[config.mk]
export PLATFORM = sky130hd
export DESIGN_NAME = gray_to_binary_serial
export DESIGN_NICKNAME = d
export VERILOG_FILES = /design/src/rtl/gray_to_binary_serial.sv
export SDC_FILE = /design/constraint.sdc
export NUM_CORES = 1
export LEC_CHECK = 0
export ABC_CLOCK_PERIOD_IN_PS = 1600
export CAP_MARGIN = 40
export CORE_MARGIN = 3
export CORE_UTILIZATION = 46
export CTS_CLUSTER_DIAMETER = 40
export DETAILED_ROUTE_END_ITERATION = 12
export PLACE_DENSITY = 0.83
export SLEW_MARGIN = 30
export SYNTH_ARGS = -nofsm -noshare
export SYNTH_HDL_FRONTEND = slang
export SYNTH_SLANG_ARGS = --single-unit
export TNS_END_PERCENT = 10
[constraint.sdc]
create_clock -name clk -period 1.6 [get_ports clk]
set_clock_uncertainty 0.05 [all_clocks]
set_input_delay 0.32 -clock clk [delete_from_list [all_inputs] [get_ports clk]]
set_output_delay 0.32 -clock clk [all_outputs]
set_load 0.03 [all_outputs]
[src/rtl/gray_to_binary_serial.sv]
// Serial Gray-to-binary decoder: accepts one Gray word, resolves it MSB-first
// one bit per clock, then holds the binary result on a valid/ready output.
module gray_to_binary_serial #(
    parameter int WIDTH = 8
) (
    input  logic             clk,
    input  logic             rst_n,
    input  logic             in_valid,
    output logic             in_ready,
    input  logic [WIDTH-1:0] gray_in,
    output logic             out_valid,
    input  logic             out_ready,
    output logic [WIDTH-1:0] bin_out,
    output logic             busy
);

    localparam int            IW    = (WIDTH > 1) ? $clog2(WIDTH) : 1;
    localparam logic [IW-1:0] I_TOP = IW'(WIDTH - 1);

    typedef enum logic [1:0] {IDLE, CONV, DONE} state_t;

    state_t           state_reg, state_next;
    logic [WIDTH-1:0] g_reg, g_next;
    logic [WIDTH-1:0] b_reg, b_next;
    logic [WIDTH-1:0] bin_reg, bin_next;
    logic [IW-1:0]    i_reg, i_next;
    logic [WIDTH-1:0] bit_val;

    // Candidate value for every bit position; only the one at i_reg is committed.
    generate
        for (genvar gi = 0; gi < WIDTH; gi++) begin : g_bit
            if (gi == WIDTH - 1) begin : g_msb
                assign bit_val[gi] = g_reg[gi];
            end else begin : g_low
                assign bit_val[gi] = g_reg[gi] ^ b_reg[gi+1];
            end
        end
    endgenerate

    always_comb begin
        state_next = state_reg;
        g_next     = g_reg;
        b_next     = b_reg;
        bin_next   = bin_reg;
        i_next     = i_reg;
        in_ready   = 1'b0;
        out_valid  = 1'b0;
        busy       = 1'b0;
        case (state_reg)
            IDLE: begin
                in_ready = 1'b1;
                if (in_valid) begin
                    g_next     = gray_in;
                    b_next     = '0;
                    i_next     = I_TOP;
                    state_next = CONV;
                end
            end
            CONV: begin
                busy = 1'b1;
                for (int k = 0; k < WIDTH; k++) begin
                    if (i_reg == IW'(k)) begin
                        b_next[k] = bit_val[k];
                    end
                end
                // The last bit is folded into bin_out in the same cycle it is resolved.
                if (i_reg == '0) begin
                    bin_next   = b_next;
                    state_next = DONE;
                end else begin
                    i_next = i_reg - IW'(1);
                end
            end
            DONE: begin
                busy      = 1'b1;
                out_valid = 1'b1;
                if (out_ready) begin
                    state_next = IDLE;
                end
            end
            default: state_next = IDLE;
        endcase
    end

    always_ff @(posedge clk) begin
        if (!rst_n) begin
            state_reg <= IDLE;
            g_reg     <= '0;
            b_reg     <= '0;
            bin_reg   <= '0;
            i_reg     <= '0;
        end else begin
            state_reg <= state_next;
            g_reg     <= g_next;
            b_reg     <= b_next;
            bin_reg   <= bin_next;
            i_reg     <= i_next;
        end
    end

    assign bin_out = bin_reg;

endmodule
# [Yosys cells after proc, flatten, opt, wreduce, memory -nomap -nowiden]
# Index checks and enable logic that the tools add are counted.
[classes] addsub=1 multipliers=0 div_mod_pow=0 magnitude_cmp=0 eq_ne=13 shift=0 mux=20 bitwise=7 reduce_logical=9
[op_table] cell="8-bit one-hot mux with 2 select lines" n=1
[op_table] cell="3-bit == test, second input constant" n=4
[op_table] cell="1-bit 2-to-1 mux" n=11
[op_table] cell="8-bit 2-to-1 mux" n=1
[op_table] cell="2-bit != test, second input constant" n=4
[op_table] cell="1-bit bitwise XOR" n=7
[op_table] cell="3-bit by 2-bit == test with 1-bit output, second input constant" n=2
[op_table] cell="2-bit 2-to-1 mux" n=3
[op_table] cell="3-bit 2-to-1 mux" n=2
[op_table] cell="2-bit one-hot mux with 3 select lines" n=1
[op_table] cell="3-bit one-hot mux with 2 select lines" n=1
[op_table] cell="2-bit AND reduction" n=3
[op_table] cell="3-bit AND reduction" n=2
[op_table] cell="3-bit by 1-bit == test with 1-bit output, second input constant" n=1
[op_table] cell="3-bit logical NOT" n=1
[op_table] cell="3-bit by 1-bit subtractor with 3-bit output, second input constant" n=1
[op_table] cell="2-bit by 1-bit == test with 1-bit output, second input constant" n=1
[op_table] cell="2-bit == test, second input constant" n=1
[op_table] cell="2-bit logical NOT" n=1
[op_table] cell="2-bit nonzero test" n=1
[op_table] cell="2-bit OR reduction" n=1
[word_totals] reg_bits=29 latch_bits=0 ram_bits=0 rom_bits=0 inputBits=12 out_inout_bits=11 word_cells=55 mem_count=0

# [Longest topological paths before layout]
# Gate-level depths: netlist (run 1).
[logic_depth] word_depth=3 mapped_depth=8 depth_no_buf=6

# [Least setup slack after synthesis (run 1)]
# OpenSTA, ideal clock, no wires.
[synth_path] path_kind="register to register" from="reg state_reg[0]" to="reg state_reg[0]" setup_ps=128 arrival_time_ps=1640 required_ps=1422 setup_slack_ps=-217 path_stages_with_launch=7 synth_period_minus_slack_ps=1817 path_cell_list="dfxtp_1 -> inv_1 -> ha_1 -> clkbuf_1 -> a222oi_1 -> mux2i_1 -> nor2_1"
[synth_via] elab_chain_cells=3 word_cells_on_any_way=8
[synth_lines] element="from (decl)" line="22" text="state_t state_reg, state_next;"
[synth_lines] element="from (signal assigned)" line="93" text="state_reg <= state_next;"
[synth_lines] element="2-bit by 1-bit == test with 1-bit output (tied with other cells)" line="49" text="case (state_reg)"
[synth_lines] element="2-bit != test (no source line)"
[synth_lines] element="3-bit AND reduction (no source line)"
# Parallel ways exist; a longest one is shown, timed or not.
# A chain may end at the register's enable or synchronous reset.

# [Worst setup path in the final report (run 1)]
[layout_path] from="reg state_reg[0]" to="out in_ready"
[layout_via] elab_chain_cells=2
[layout_lines] element="2-bit logical NOT" line="49"
[layout_lines] element="1-bit 2-to-1 mux" line="49"
[layout_lines] element="to (decl)" line="9" text="output logic in_ready,"
# Every way passes these cells.

==> out/qor.txt, run 1 <==
Mapped Area - 1370 µm²
vias in the first global route - 1235
#FFs+latches synth - 28
Mean Syn Cell Area - 8.30 µm²
Peak VDD IR - 1.30 mV
reg2reg start - state_reg[1]
Vias - 1235
Layout Cells excl Fill - 223
WP data required - 1.23 ns
Antenna diodes - 0
P_sw - 0.00118 W
Combinational Power Share - 52.5%
CTS tree - yes
total CTS buffers - 3
worst-path fanout max - 11
status - finished, violations left
IO Pins - 23
Final Critical Period - 1.63 ns
hold_sp - bin_out[3]
Setup WS post-layout - -0.0308 ns
fmax - 613 MHz
Clock Latency Late Sink - 0.34 ns
HPWL Detailed - 2.41 mm
die span in y - 60.6 µm
GR peak layer - met2
wirelength, routed - 3.26 mm
# DRC - 0
Final Hold Fails - 0
global-route wire length before repair - 5.51 mm
grt met1 use - 23.0%
final cycle utilization of the critical path - 102%
M3 GR Usage - 2.77%
Die W - 60.6 µm
Lkg Pwr - 0.718 nW
clock buffer depth - 2
reg-to-reg slack, setup - -0.01 ns
die area - 3670 µm²
final core utilization - 62.7%
core area - 2810 µm²
Remaining Overflow, GRT - 0
EDFF count, synth - 0
# fillers - 234
Layout area overhead - 28.5%
clk root buf - clkbuf_4
pwr/cell area - 1650 nW/µm²
Seq/Total Area, Yosys - 41.0%
post-CTS setup buffers - 0
post-synth cell types - 32
ys flop type - dfxtp_1
Net Sw Frac - 40.5%
sequential power share - 31.3%
Placer Congestion - 0.895
WP data arrival - 1.26 ns
RSZ-0062 raised after global routing - yes
Detailed Route Iter0 Violations - 44
DRT Pass-1 Iters - 4
fin nets - 214
Warnings, synthesis - 0
Initial Util - 48.8%
Syn Nets - 186
WHS Path Cells - 2
Slew Limit Fails - 0
Total GRT Usage - 19.7%
total power draw - 0.00291 W
wire length per cell - 14.6 µm
Worst Hold Class - reg2reg
initial antenna violation count - 0
Port Buf Inserts - 22
Syn Inst Count - 165
critical path startpoint category - flip-flop
design internal power - 0.00173 W
Setup CP Type - reg2out
Setup violations, final - 2
clock transition at the registers of the reported paths - 0.16 ns
cell count after placement - 219
Rows - 19
met2 global-route usage - 36.9%
Worst Reg-to-Reg Cells - 5
Hold EP - bin_out[3]
antenna-violating nets left - 0
FF-to-FF End - bin_out[1]
clk sink count - 28
max-cap violations - 0
Post-synth ARST share - 0%
Clock Power Share - 16.2%
via/cell ratio - 5.54
Slew HR - 60.9%
slew at the pin closest to its max-slew limit - 0.582 ns
pin count of the biggest net entering global routing - 20
# H-tree levels - 1
CP Capture Type - output port
failing checks - setup timing
share of cells above drive strength 1 - 16.1%
power groups by stage:
stage | clock (W) | combinational [W] | sequential, W
after detailed placement | 0 | 0.00141 | 0.000915
after CTS | 0.000474 | 0.00149 | 0.000899
after global placement | 0 | 0.00134 | 0.000906
after floorplan | 0 | 0.00103 | 0.000932
final | 0.000472 | 0.00153 | 0.000909
after global routing | 0.000495 | 0.00168 | 0.000923
logic make-up (layout without fill, tap and decap cells):
family / after synthesis / after routing / synth area share (%)
AO/OA/AOI/OAI: 43 / 43 / 18.1
flip-flops: 28 / 28 / 41.0
XOR/XNOR: 7 / 7 / 4.48
adder cells (fa/ha/maj): 9 / 9 / 8.23
buffers and inverters: 17 / 44 / 5.39
AND/OR/NAND/NOR: 57 / 57 / 19.8
multiplexers: 4 / 4 / 3.02
Yosys cell counts, drive strengths merged, types with 2 or more instances:
cell / count / area (µm²)
a21oi: 30 / 150
a22oi: 3 / 22.5
a311oi: 2 / 17.5
a31oi: 3 / 18.8
and2: 2 / 13.8
and3: 3 / 18.8
buf: 3 / 20.0
clkbuf: 6 / 23.8
dfxtp: 28 / 561
ha: 9 / 113
inv: 7 / 26.3
mux2i: 3 / 30.0
nand2: 20 / 75.1
nand2b: 2 / 20.0
nand3: 8 / 40.0
nor2: 14 / 52.6
o21a: 2 / 15.0
or3: 6 / 37.5
xnor2: 6 / 52.6
placed cells by master, fill, tap and decap left out, types with 2 or more instances in the layout:
cell type,Yosys,routed
a21oi_1,30,30
dfxtp_1,28,26
nand2_1,20,20
nor2_1,14,14
clkdlybuf4s50_1,0,11
buf_4,0,10
nand3_1,8,8
dlygate4sd2_1,0,8
xnor2_1,6,6
or3_1,6,6
ha_1,9,6
inv_2,0,4
inv_1,7,3
mux2i_1,3,3
a31oi_1,3,3
a22oi_1,3,3
and3_1,3,3
clkbuf_4,0,3
o21a_1,2,2
ha_4,0,2
timing repair:
item,in CTS,in global routing
pin swaps,1,0
hold buffers,0,0
endpoints found under the setup margin,17,20
resized for setup,13,5
layout make-up:
type,count,area [µm²],share of cell area (%)
Multi-Input combinational cell,120,771,43.8
Sequential cell,28,566,32.1
Timing Repair Buffer,32,302,17.1
Tap cell,31,38.8,2.20
Clock buffer,3,22.5,1.28
Clock inverter,1,30.0,1.71
Inverter,8,30.0,1.71
worst max path at each step:
stage / slack [ns] / from / endpoint
finish: -0.03 / state_reg[0] / in_ready
global route: -0.12 / state_reg[1] / b_reg[5]
CTS: -0.03 / state_reg[0] / in_ready
detailed placement: -0.25 / in_valid / b_reg[3]
global placement: -0.14 / in_valid / b_reg[1]
floorplan: -0.03 / state_reg[0] / state_reg[0]
worst max-delay path, stage by stage, from the launching register on:
cell,delay [ns]
dfxtp_4,0.39
inv_2,0.08
ha_4,0.18
buf_8,0.14
buf_6,0.13
routing by layer:
layer / vias up / wire, µm
met5: - / 0
met4: 0 / 31
met3: 5 / 138
met2: 32 / 1770
li1: 622 / -
met1: 576 / 1330
metrics by stage:
step                setup WS, ns  hold WS, ns  instance area (µm²)  TNS [ns]
CTS                      -0.0279        0.420                 1750   -0.0279
floorplan                -0.0294        0.384                 1400   -0.0586
global route              -0.121        0.452                 1760     -1.15
detailed placement        -0.254        0.402                 1680     -2.27
global placement          -0.141        0.392                 1680     -1.23
finish                   -0.0308        0.416                 1760   -0.0383
(Power assumes the default switching activity.)
==> inputs of run 2 (changes only) <==
GPL_TIMING_DRIVEN = 0   (was default)
==> run 2 against run 1 <==
  * The flow still finishes with violations (setup timing)
  * Wire length decreased by 1.8%
  * Total power decreased by 6.4%
  * Sequential cell count unchanged
  * Clock power decreased by 39%
  * Core utilization decreased by 0.94 points
  * Setup slack got worse by 0.0029 ns
  * Sequential share of layout area increased by 0.85 points
  * Combinational power decreased by 3%
  * First-iteration DRC count increased by 14%
  * Die area unchanged
  * Cell count increased by 0.90%
==> out/qor.txt, run 2 (synthesis gave the netlist of run 1 again) <==
WP data arrival - 1.26 ns (about the same)
via/cell ratio - 5.68 (was 5.54)
fmax - 612 MHz (was 613 MHz)
max-cap violations - 0 (unchanged)
fin nets - 217 (was 214)
Final Critical Period - 1.63 ns (about the same)
most common cell after layout, fill and taps aside - a21oi_1 (unchanged)
Setup WS post-layout - -0.0337 ns (was -0.0308 ns)
HPWL Detailed - 2.41 mm (about the same)
commonest cells after routing, fill and taps aside - a21oi_1 (29), dfxtp_1 (25), nand2_1 (20) (was a21oi_1 (30), dfxtp_1 (26), nand2_1 (20))
antenna-violating nets left - 0 (unchanged)
RSZ-0062 raised after global routing - yes (unchanged)
final cycle utilization of the critical path - 102% (about the same)
pin count of the biggest net entering global routing - 15 (was 20)
# DRC - 0 (unchanged)
clock buffer depth - 2 (unchanged)
Clock Latency Late Sink - 0.33 ns (was 0.34 ns)
slew at the pin closest to its max-slew limit - 0.497 ns (was 0.582 ns)
Detailed Route Iter0 Violations - 50 (was 44)
wire length per cell - 14.2 µm (was 14.6 µm)
initial antenna violation count - 0 (unchanged)
DRT Pass-1 Iters - 5 (was 4)
CP max-delay cell - dfxtp_4 (unchanged)
critical path startpoint category - flip-flop (unchanged)
placed inst area - 1660 µm² (was 1680 µm²)
WP data required - 1.23 ns (about the same)
Layout area overhead - 26.6% (was 28.5%)
CP cell instances - inv_4 > buf_4 > ha_1 > buf_2 (was inv_2 > ha_4 > buf_8 > buf_6)
IO Pins - 23 (unchanged)
global-route wire length before repair - 5.21 mm (was 5.51 mm)
Lkg Pwr - 0.697 nW (was 0.718 nW)
Slew Limit Fails - 0 (unchanged)
CP Capture Type - output port (unchanged)
Initial Util - 48.8% (unchanged)
reg-to-reg slack, setup - 0.01 ns (was -0.01 ns)
clock transition at the registers of the reported paths - 0.14 ns (was 0.16 ns)
worst-path fanout max - 4 (was 11)
Vias - 1278 (was 1235)
wirelength, routed - 3.20 mm (was 3.26 mm)
clk sink count - 28 (unchanged)
Rows - 19 (unchanged)
Setup violations, final - 1 (was 2)
clk root buf - clkbuf_4 (unchanged)
Final Hold Fails - 0 (unchanged)
Die W - 60.6 µm (unchanged)
core area - 2810 µm² (unchanged)
final design area excluding fillers - 1730 µm² (was 1760 µm²)
Port Buf Inserts - 22 (unchanged)
hold_ws - 0.410 ns (was 0.416 ns)
Setup CP Type - reg2out (unchanged)
status - finished, violations left (unchanged)
die span in y - 60.6 µm (unchanged)
max incr delay on CP - 0.40 ns (was 0.39 ns)
pwr/cell area - 1570 nW/µm² (was 1650 nW/µm²)
CTS tree - yes (unchanged)
total CTS buffers - 3 (unchanged)
# H-tree levels - 1 (unchanged)
Remaining Overflow, GRT - 0 (unchanged)
vias in the first global route - 1185 (was 1235)
share of cells above drive strength 1 - 15.5% (was 16.1%)
Slew HR - 66.8% (was 60.9%)
Total GRT Usage - 18.8% (was 19.7%)
die area - 3670 µm² (unchanged)
Post-Place Setup Slack - -0.342 ns (was -0.254 ns)
Worst Hold Class - reg2reg (unchanged)
failing checks - setup timing (unchanged)
Peak VDD IR - 1.16 mV (was 1.30 mV)
hold buffers post-CTS - 0 (unchanged)
Placer Congestion - 0.888 (was 0.895)
Antenna diodes - 0 (unchanged)
## run 2: cell count changes in the layout (fill, tap and decap cells not counted), moves of 2 or more
cell and delta:
buf_2 +3, buf_4 -5, clkbuf_1 +4, dfxtp_4 +2, inv_2 -2, inv_4 +2
## run 2: layer usage
metal / vias to the layer above / track usage (%) / share of wire (%)
li1: 626 / - / -
met1: 577 / 21.1 / 40
met2: 62 / 34.4 / 50
met3: 13 / 4.04 / 7.0
met4: 0 / 7.43 / 2.3
met5: - / 0 / 0
## run 2: worst max-delay path, delay by kind of cell (launching register included)
family,cells,cell delay (ns)
flops,1,0.40
fa+ha+maj,1,0.20
buf+inv,3,0.34
## run 2: path summary, 6_finish.rpt
kind,start,cells past startpoint,endpoint
max,state_reg[0],4,out_valid
min,bin_out[3],2,bin_out[3]
max reg2reg,state_reg[0],7,state_reg[0]
min reg2reg,bin_out[3],2,bin_out[3]
## run 2: through the flow
step	TNS, ns	utilization [%]	total power (W)	std cells
after floorplan	-0.0586	-	0.00196	165
after global placement	-4.65	59.0	0.00221	218
after detailed placement	-6.10	59.0	0.00227	218
after CTS	-0.196	60.4	0.00262	222
after global routing	-1.47	61.8	0.00292	225
final	-0.0337	61.8	0.00272	225
## run 2: what timing repair did
action	in CTS	in global routing
pin swaps	6	4
setup buffers	1	3
gates resized for setup	29	12
setup endpoints to repair	30	24
## run 2: area by class of cell
type                            instances  area [µm²]
Clock buffer                            3        22.5
Timing Repair Buffer                   26         225
Multi-Input combinational cell        120         772
Sequential cell                        28         572
Tap cell                               31        38.8
Fill cell                             248        1070
Buffer                                  9        67.6
Inverter                                8        35.0
## run 2: report_power, final
group	switching, W	total, W	internal (W)
clock	0.000199	0.000287	0.0000886
sequential	0.000116	0.000943	0.000828
combinational	0.000836	0.00149	0.000656
total	0.00115	0.00272	0.00157
==> inputs of run 3 (changes only) <==
CORE_UTILIZATION = 49   (was 46)
CTS_BUF_LIST = sky130_fd_sc_hd__clkbuf_4 sky130_fd_sc_hd__clkbuf_8   (was default)
PLACE_DENSITY = 0.87   (was 0.83)
==> run 3 against run 2 <==
  * The run still ends with setup timing left
  * Wire length down 0.78%
  * Sequential share of layout area down 0.58 points
  * Sequential power up 1%
==> out/qor.txt, run 3 (synthesis gave the netlist of run 1 again) <==
status - finished, violations left (unchanged)
failing checks - setup timing (unchanged)
commonest cells after routing, fill and taps aside - a21oi_1 (29), dfxtp_1 (24), nand2_1 (20) (was a21oi_1 (29), dfxtp_1 (25), nand2_1 (20))
total power draw - 0.00294 W (was 0.00272 W)
pin count of the biggest net entering global routing - 17 (was 15)
fin nets - 216 (was 217)
clk root buf - clkbuf_4 (unchanged)
pwr/cell area - 1660 nW/µm² (was 1570 nW/µm²)
Vias - 1230 (was 1278)
Slew Limit Fails - 0 (unchanged)
most common cell after layout, fill and taps aside - a21oi_1 (unchanged)
Peak VDD IR - 1.44 mV (was 1.16 mV)
Setup violations, final - 2 (was 1)
clk sink count - 28 (unchanged)
global-route wire length before repair - 5.10 mm (was 5.21 mm)
# fillers - 216 (was 248)
share of cells above drive strength 1 - 17.0% (was 15.5%)
Port Buf Inserts - 22 (unchanged)
antenna-violating nets left - 0 (unchanged)
IO Pins - 23 (unchanged)
CP Capture Type - flip-flop (was output port)
Rows - 18 (was 19)
die span in y - 58.9 µm (was 60.6 µm)
Antenna diodes - 0 (unchanged)
RSZ-0062 raised after global routing - yes (unchanged)
WP data arrival - 1.88 ns (was 1.26 ns)
initial antenna violation count - 0 (unchanged)
Initial Util - 53.3% (was 48.8%)
Clock Latency Late Sink - 0.34 ns (was 0.33 ns)
fmax - 587 MHz (was 612 MHz)
multi-input logic area - 791 µm² (was 772 µm²)
hold buffers post-CTS - 0 (unchanged)
critical path startpoint category - flip-flop (unchanged)
Worst Hold Class - reg2reg (unchanged)
Lkg Pwr - 0.705 nW (was 0.697 nW)
Detailed Route Iter0 Violations - 37 (was 50)
clock transition at the registers of the reported paths - 0.15 ns (was 0.14 ns)
DRT Pass-1 Iters - 6 (was 5)
cell count after placement - 217 (was 218)
Die W - 58.9 µm (was 60.6 µm)
# DRC - 0 (unchanged)
WP data required - 1.78 ns (was 1.23 ns)
vias in the first global route - 1203 (was 1185)
max-cap violations - 0 (unchanged)
CTS tree - yes (unchanged)
final cycle utilization of the critical path - 106% (was 102%)
worst-path fanout max - 5 (was 4)
Layout Cells excl Fill - 224 (was 225)
Layout area overhead - 29.2% (was 26.6%)
via/cell ratio - 5.49 (was 5.68)
total CTS buffers - 3 (unchanged)
core area - 2570 µm² (was 2810 µm²)
Placer Congestion - 0.853 (was 0.888)
slew at the pin closest to its max-slew limit - 0.515 ns (was 0.497 ns)
clock buffer depth - 2 (unchanged)
Register Area - 573 µm² (was 572 µm²)
placed inst area - 1650 µm² (was 1660 µm²)
reg-to-reg slack, setup - -0.10 ns (was 0.01 ns)
Setup CP Type - reg2reg (was reg2out)
Slew HR - 65.7% (was 66.8%)
Total GRT Usage - 19.2% (was 18.8%)
# H-tree levels - 1 (unchanged)
Final Critical Period - 1.70 ns (was 1.63 ns)
wirelength, routed - 3.18 mm (was 3.20 mm)
final design area excluding fillers - 1770 µm² (was 1730 µm²)
HPWL Detailed - 2.34 mm (was 2.41 mm)
die area - 3460 µm² (was 3670 µm²)
Setup WS post-layout - -0.102 ns (was -0.0337 ns)
Final Hold Fails - 0 (unchanged)
Remaining Overflow, GRT - 0 (unchanged)
wire length per cell - 14.2 µm (about the same)
run 3: worst paths after layout:
kind	from	to	cells after the start
min reg2reg	bin_out[7]	bin_out[7]	2
max	i_reg[1]	state_reg[0]	7
min	bin_out[7]	bin_out[7]	2
max reg2reg	i_reg[1]	state_reg[0]	7
run 3: critical path, cell delays in order (launching register included):
cell      delay, ns
dfxtp_4        0.39
inv_4          0.07
ha_4           0.17
nand2b_4       0.06
a222oi_1       0.35
buf_4          0.20
mux2i_2        0.22
nor2_1         0.08
run 3: area by class of cell:
cell class	instances	area share (%)
Clock inverter	1	1.70
Buffer	7	2.34
Sequential cell	28	32.4
Inverter	8	2.12
Timing Repair Buffer	27	13.3
Multi-Input combinational cell	120	44.7
Tap cell	30	2.12
Clock buffer	3	1.27
run 3: metrics by stage:
step,utilization [%],hold slack [ns],TNS (ns),setup WS [ns]
after CTS,66.8,0.413,-0.690,-0.0924
after global routing,68.9,0.435,-0.438,-0.209
after detailed placement,64.4,0.395,-6.11,-0.327
after global placement,64.4,0.393,-4.51,-0.268
final,68.9,0.411,-0.131,-0.102
after floorplan,-,0.384,-0.0586,-0.0294
run 3: metal layers:
metal	vias to the layer above	wire, µm	track usage [%]
li1	628	-	-
met1	562	1390	20.8
met2	33	1610	37.2
met3	7	132	3.29
met4	0	42	5.83
met5	-	0	0
run 3: repair_timing:
action / 4_1_cts / 5_1_grt
buffers inserted: 1 / 4
resized for setup: 31 / 16
pin swaps: 6 / 3
endpoints found under the setup margin: 30 / 21
run 3: power breakdown:
part | leakage [nW] | internal (W) | switching (W)
Combinational | 0.447 | 0.000661 | 0.000855
Sequential | 0.230 | 0.000833 | 0.000119
Clock | 0.0279 | 0.000254 | 0.000221
Total | 0.705 | 0.00175 | 0.00119
